===== src/rtl/cpu_sel_pkg.sv =====
// Shared types for the CPU destination-select path: sequencer state
// encoding, the named destination codes of the register file / special
// registers, and default widths.
package cpu_sel_pkg;

  localparam int DEF_SEL_W    = 4;
  localparam int DEF_NUM_DEST = 9;

  // Sequencer state: IDLE has no enable active, DRIVE holds one enable high.
  typedef enum logic {
    IDLE  = 1'b0,
    DRIVE = 1'b1
  } state_t;

  // Destination codes as issued by the control unit; 0 is the null code.
  typedef enum logic [3:0] {
    CODE_NOP = 4'd0,
    CODE_R1  = 4'd1,
    CODE_R2  = 4'd2,
    CODE_R3  = 4'd3,
    CODE_R4  = 4'd4,
    CODE_R5  = 4'd5,
    CODE_AR  = 4'd6,
    CODE_AC  = 4'd7,
    CODE_IR  = 4'd8,
    CODE_PC  = 4'd9
  } dest_code_t;

endpackage


===== src/rtl/onehot_dec.sv =====
// Combinational destination decoder: classifies a select code as below the
// base (null), in range (one-hot enable) or above range (error).
// Range comparisons use one extra bit so BASE_CODE+NUM_DEST == 2**SEL_W is
// representable; the index subtraction happens only at SEL_W bits.
module onehot_dec #(
  parameter int SEL_W     = 4,
  parameter int NUM_DEST  = 9,
  parameter int BASE_CODE = 1
) (
  input  logic [SEL_W-1:0]    code,
  output logic                in_range,
  output logic                below_base,
  output logic [NUM_DEST-1:0] onehot
);

  localparam logic [SEL_W:0]   LO_X   = (SEL_W+1)'(BASE_CODE);
  localparam logic [SEL_W:0]   HI_X   = (SEL_W+1)'(BASE_CODE + NUM_DEST);
  localparam logic [SEL_W-1:0] BASE_W = SEL_W'(BASE_CODE);

  logic [SEL_W:0]   code_x;
  logic [SEL_W-1:0] idx;

  assign code_x     = {1'b0, code};
  assign below_base = (code_x < LO_X);
  assign in_range   = !below_base && (code_x < HI_X);
  assign idx        = code - BASE_W;

  // Build the one-hot vector; all zero unless the code is in range.
  always_comb begin
    onehot = '0;
    for (int i = 0; i < NUM_DEST; i++) begin
      onehot[i] = in_range && (idx == SEL_W'(i));
    end
  end

endmodule


===== src/rtl/reg_write_sequencer.sv =====
// Registered, handshaked destination decoder driving one-hot write enables
// for R1..R5, AR, AC, IR and PC. Each accepted in-range code produces
// exactly HOLD_CYCLES enabled cycles; back-to-back codes hand over with no
// gap. Optional saturating error counter enabled by SEL_ERR_COUNT_EN.
//
// Handshake: a code transfers on a rising edge where sel_valid and
// sel_ready are both high. sel_ready is a function of state only (never of
// sel_valid); a code offered while sel_ready is low is ignored, not queued.
module reg_write_sequencer
  import cpu_sel_pkg::*;
#(
  parameter int SEL_W       = DEF_SEL_W,
  parameter int NUM_DEST    = DEF_NUM_DEST,
  parameter int BASE_CODE   = 1,
  parameter int HOLD_CYCLES = 1
) (
  input  logic                clk,
  input  logic                rst,
  input  logic                sel_valid,
  input  logic [SEL_W-1:0]    sel_code,
  output logic                sel_ready,
  output logic [NUM_DEST-1:0] en_onehot,
  output logic                en_valid,
  output logic                sel_err,
  output logic [7:0]          err_count,
  output logic                dbg_state
);

  localparam int CNT_W = (HOLD_CYCLES > 1) ? $clog2(HOLD_CYCLES) : 1;
  localparam logic [CNT_W-1:0] CNT_LOAD = CNT_W'(HOLD_CYCLES - 1);

  if (BASE_CODE + NUM_DEST > (1 << SEL_W)) begin : g_bad_range
    $error("reg_write_sequencer: BASE_CODE+NUM_DEST exceeds 2**SEL_W");
  end
  if (HOLD_CYCLES < 1) begin : g_bad_hold
    $error("reg_write_sequencer: HOLD_CYCLES must be >= 1");
  end

  state_t             state;
  logic [CNT_W-1:0]   cnt;
  logic               accept;
  logic               dec_in_range;
  logic               dec_below_base;
  logic [NUM_DEST-1:0] dec_onehot;

  onehot_dec #(
    .SEL_W    (SEL_W),
    .NUM_DEST (NUM_DEST),
    .BASE_CODE(BASE_CODE)
  ) u_dec (
    .code      (sel_code),
    .in_range  (dec_in_range),
    .below_base(dec_below_base),
    .onehot    (dec_onehot)
  );

  assign sel_ready = (state == IDLE) || ((state == DRIVE) && (cnt == '0));
  assign accept    = sel_valid && sel_ready;
  assign dbg_state = state;

  // Sequencer FSM: classify accepted codes, hold the enable, hand over.
  always_ff @(posedge clk) begin
    if (rst) begin
      state     <= IDLE;
      cnt       <= '0;
      en_onehot <= '0;
      en_valid  <= 1'b0;
      sel_err   <= 1'b0;
    end else begin
      sel_err <= 1'b0;
      if (accept) begin
        if (dec_in_range) begin
          state     <= DRIVE;
          cnt       <= CNT_LOAD;
          en_onehot <= dec_onehot;
          en_valid  <= 1'b1;
        end else begin
          state     <= IDLE;
          cnt       <= '0;
          en_onehot <= '0;
          en_valid  <= 1'b0;
          sel_err   <= !dec_below_base;
        end
      end else if (state == DRIVE) begin
        if (cnt != '0) begin
          cnt <= cnt - 1'b1;
        end else begin
          state     <= IDLE;
          en_onehot <= '0;
          en_valid  <= 1'b0;
        end
      end
    end
  end

`ifdef SEL_ERR_COUNT_EN
  logic [7:0] err_q;

  // Saturating count of sel_err pulses; only reset clears it.
  always_ff @(posedge clk) begin
    if (rst) begin
      err_q <= 8'd0;
    end else if (sel_err && (err_q != 8'hFF)) begin
      err_q <= err_q + 8'd1;
    end
  end

  assign err_count = err_q;
`else
  assign err_count = 8'd0;
`endif

endmodule

===== config.mk =====
export PLATFORM = sky130hd
export DESIGN_NAME = reg_write_sequencer
export DESIGN_NICKNAME = d
export VERILOG_FILES = /design/src/rtl/cpu_sel_pkg.sv /design/src/rtl/onehot_dec.sv /design/src/rtl/reg_write_sequencer.sv
export SDC_FILE = /design/constraint.sdc
export NUM_CORES = 1
export LEC_CHECK = 0
export CAP_MARGIN = 20
export CORE_MARGIN = 3
export CORE_UTILIZATION = 30
export DETAILED_ROUTE_END_ITERATION = 8
export PLACE_DENSITY = 0.71
export SETUP_SLACK_MARGIN = 0.15
export SYNTH_ARGS = -nofsm -noshare
export SYNTH_HDL_FRONTEND = slang
export SYNTH_SLANG_ARGS = --single-unit

===== constraint.sdc =====
create_clock -name clk -period 1.4 [get_ports clk]
set_input_delay 0.28 -clock clk [delete_from_list [all_inputs] [get_ports clk]]
set_output_delay 0.28 -clock clk [all_outputs]
set_load 0.02 [all_outputs]

==> impl_metrics.toml <==
[sta]
hold_viol = 0
skew_ns = 0.00258
min_period_ns = 1.21
rsz0062_at_grt = "false"
finalWorstSetupSlack_ns = 0.190
fmax_ghz = 0.827
tns_ns = 0
whs_ns = 0.447
finalSetupViolCount = 0
fin_crit_sh_pct = 86.4
slew_viol_final = 0

[setup_path]
crit_path_start_kind = "flip-flop"
cp_top_family = "flip-flops"
path_class = "reg2out"
cp-startpoint = "en_onehot[4]"
crit_chain = "dlygate4sd2_1"
crit_path_end = "en_onehot[4]"
r2r-end = "en_onehot[2]"
required_ns = 1.12
worstReg2RegStart = "dbg_state"
cp.depth = 1
max_stage_delay_ns = 0.33
cp-end-kind = "output port"
r2r_cells = 2
ff2ff_setup_slack_ns = 0.59
cp.buffers_inverters = 1
worstPathArrival_ns = 0.93
critPathSlowestCell = "dfxtp_1"
path_max_fanout = 2

[placed_design]
place_ws_ns = -0.116
portBuffers = 18
finalWeightedCongestion = 0.714
dp.cells = 105
hpwl_um = 878
post_dp_cell_area_um2 = 761

[clocking]
clk_latency_ns = 0.27
cts_buffer_depth = 2
htreeDepth = 1
cts_inserted_buffers = 3
clock-root-buffer = "clkbuf_4"
cts_sinks = 12
cts_tree = "built"
cts_hold_buf = 0
cts.clk_slew.worst_paths_ns = 0.08

[logic_synthesis]
synth.top_cell.area_share_pct = 43.7
postSynthCellCount = 58
synth_cell_types = 19
synth_area_um2 = 549
ys_ff_latch = 12
syn_avg_cell_area_um2 = 9.47
synth_adder_area_share_pct = 0
synth-compound-area-share_pct = 14.6
synth.largest_area_cell = "dfxtp_1"
synthMuxAreaShare_pct = 0
synth_warnings = 0
yosys-top-cells-area = "dfxtp_1 (44%), buf_4 (14%), a21oi_1 (4.6%)"
synth_xor_area_share_pct = 0
yosys.area_share.simple_pct = 20.7
synth_top_family_by_area = "simple AND/OR/NAND/NOR gates"
ys_seq_area_share_pct = 43.7

[global_route]
grt_use_met3_pct = 3.67
gr-usage-met2_pct = 14.5
grt_util_all_layers_pct = 9.52
grt_max_degree = 8
antenna_found_initial = 0
grt_pass1_wl_mm = 1.70
grtUsageMet1_pct = 11.3
grt_pass1_vias = 403
globalRoute.totalOverflow = 0
top_usage_layer = "met2"

[final_layout]
layout_common_cells = "dfxtp_1 (12), buf_4 (10), conb_1 (9)"
drive_above_1_share_pct = 24.7
area_growth_pct = 40.5
layout.cells.non_filler = 109
layout_commonest_cell = "dfxtp_1"
fin_nets = 93
diodes = 0
stdcell_area_um2 = 772

[power]
intPower_w = 0.000559
power_leakage_nw = 0.364
vdd_drop_max_mv = 0.510
power_frac_seq_pct = 46.8
clkPwrFrac_pct = 37.0
p_comb_share_pct = 16.2
switching_share_pct = 25.9
p_sw_w = 0.000196
p_per_area_nw_per_um2 = 977

[floorplanning]
dieWidth_um = 48.8
start_util_pct = 34.1
fp-row-count = 14
die_area_um2 = 2380
coreArea_um2 = 1610
die_h_um = 48.8
design.portCount = 28

[outcome]
outcome = "finished, final reports clean"

[job]
drv_cap = 0

[route]
wl_per_cell_um = 10.2
vias = 486
firstDrtPassIters = 3
routed_via_density = 4.46
drt_wl_total_mm = 1.12
ant_nets = 0
dr.first_iter.drc_count = 2
drc = 0

[worst_hold_path]
worstHoldPathType = "reg2reg"
worst min-delay path by stage:
stage,startpoint,endpoint,slack [ns],depth (start not counted)
after CTS,en_onehot[7],en_onehot[7],0.45,2
final,en_onehot[4],en_onehot[4],0.45,2
after global placement,en_onehot[8],en_onehot[8],0.44,2
after global routing,en_onehot[0],en_onehot[0],0.47,2
after floorplan,sel_code[3],sel_err,0.40,2
after detailed placement,en_onehot[7],en_onehot[7],0.44,2
tightest hold or removal path, delay by kind of cell, from the launching register on:
family           cells  cell delay, ns
AO/OA/AOI/OAI        1            0.05
flip-flops           1            0.31
AND/OR/NAND/NOR      1            0.05
power groups by stage:
stage	registers, W	clock network, W	logic (W)
finish	0.000353	0.000279	0.000122
global route	0.000355	0.000305	0.000130
CTS	0.000353	0.000289	0.000122
detailed placement	0.000362	0	0.000127
global placement	0.000362	0	0.000125
floorplan	0.000372	0	0.0000774
timing repair:
item,4_1_cts,5_1_grt
pin swaps,0,1
gates resized for setup,13,11
setup buffers,0,0
gates cloned,0,0
setup endpoints to repair,12,9
per-layer routing:
layer | up-vias | part of all wire (%)
met2 | 22 | 42
met4 | 0 | 1.3
li1 | 245 | -
met5 | - | 0
met3 | 2 | 8.8
met1 | 217 | 48
cells in the mapped netlist, drive strengths merged:
cell type and instances:
buf 11, conb 2, o21ai 1, a32o 4
nand2 6, and4bb 2, inv 2, a21o 1
nor2 3, dfxtp 12, a21oi 5, nand4 4
nand4b 1, nor4 1, nor3 2, clkbuf 1
cell type report:
class                           instances  area [um^2]
Sequential cell                        12          240
Clock buffer                            4         36.3
Fill cell                             183          840
Timing Repair Buffer                   28          230
Inverter                                2         7.51
Tap cell                               24         30.0
Multi-Input combinational cell         39          228
cell families (layout without fill, tap and decap cells):
| group | Yosys count | in the layout |
|---|---|---|
| other | 2 | 9 |
| AO/OA/AOI/OAI | 11 | 11 |
| buffers and inverters | 14 | 34 |
| AND/OR/NAND/NOR | 19 | 19 |
| flip-flops | 12 | 12 |
state kept, by name (all words and copies together) (netlist names):
| name | count |
|---|---|
| sel_err | 1 |
| en_onehot | 9 |
| dbg_state | 1 |
| en_valid | 1 |
metrics by stage:
| step | total power [W] | utilization [%] |
|---|---|---|
| 6_report | 0.000754 | 47.9 |
| 5_1_grt | 0.000790 | 47.9 |
| 4_1_cts | 0.000764 | 48.6 |
| 3_5_place_dp | 0.000489 | 47.2 |
| 3_3_place_gp | 0.000487 | 47.2 |
| 2_1_floorplan | 0.000449 | - |
No activity file was read; power rests on OpenSTA's default activity.
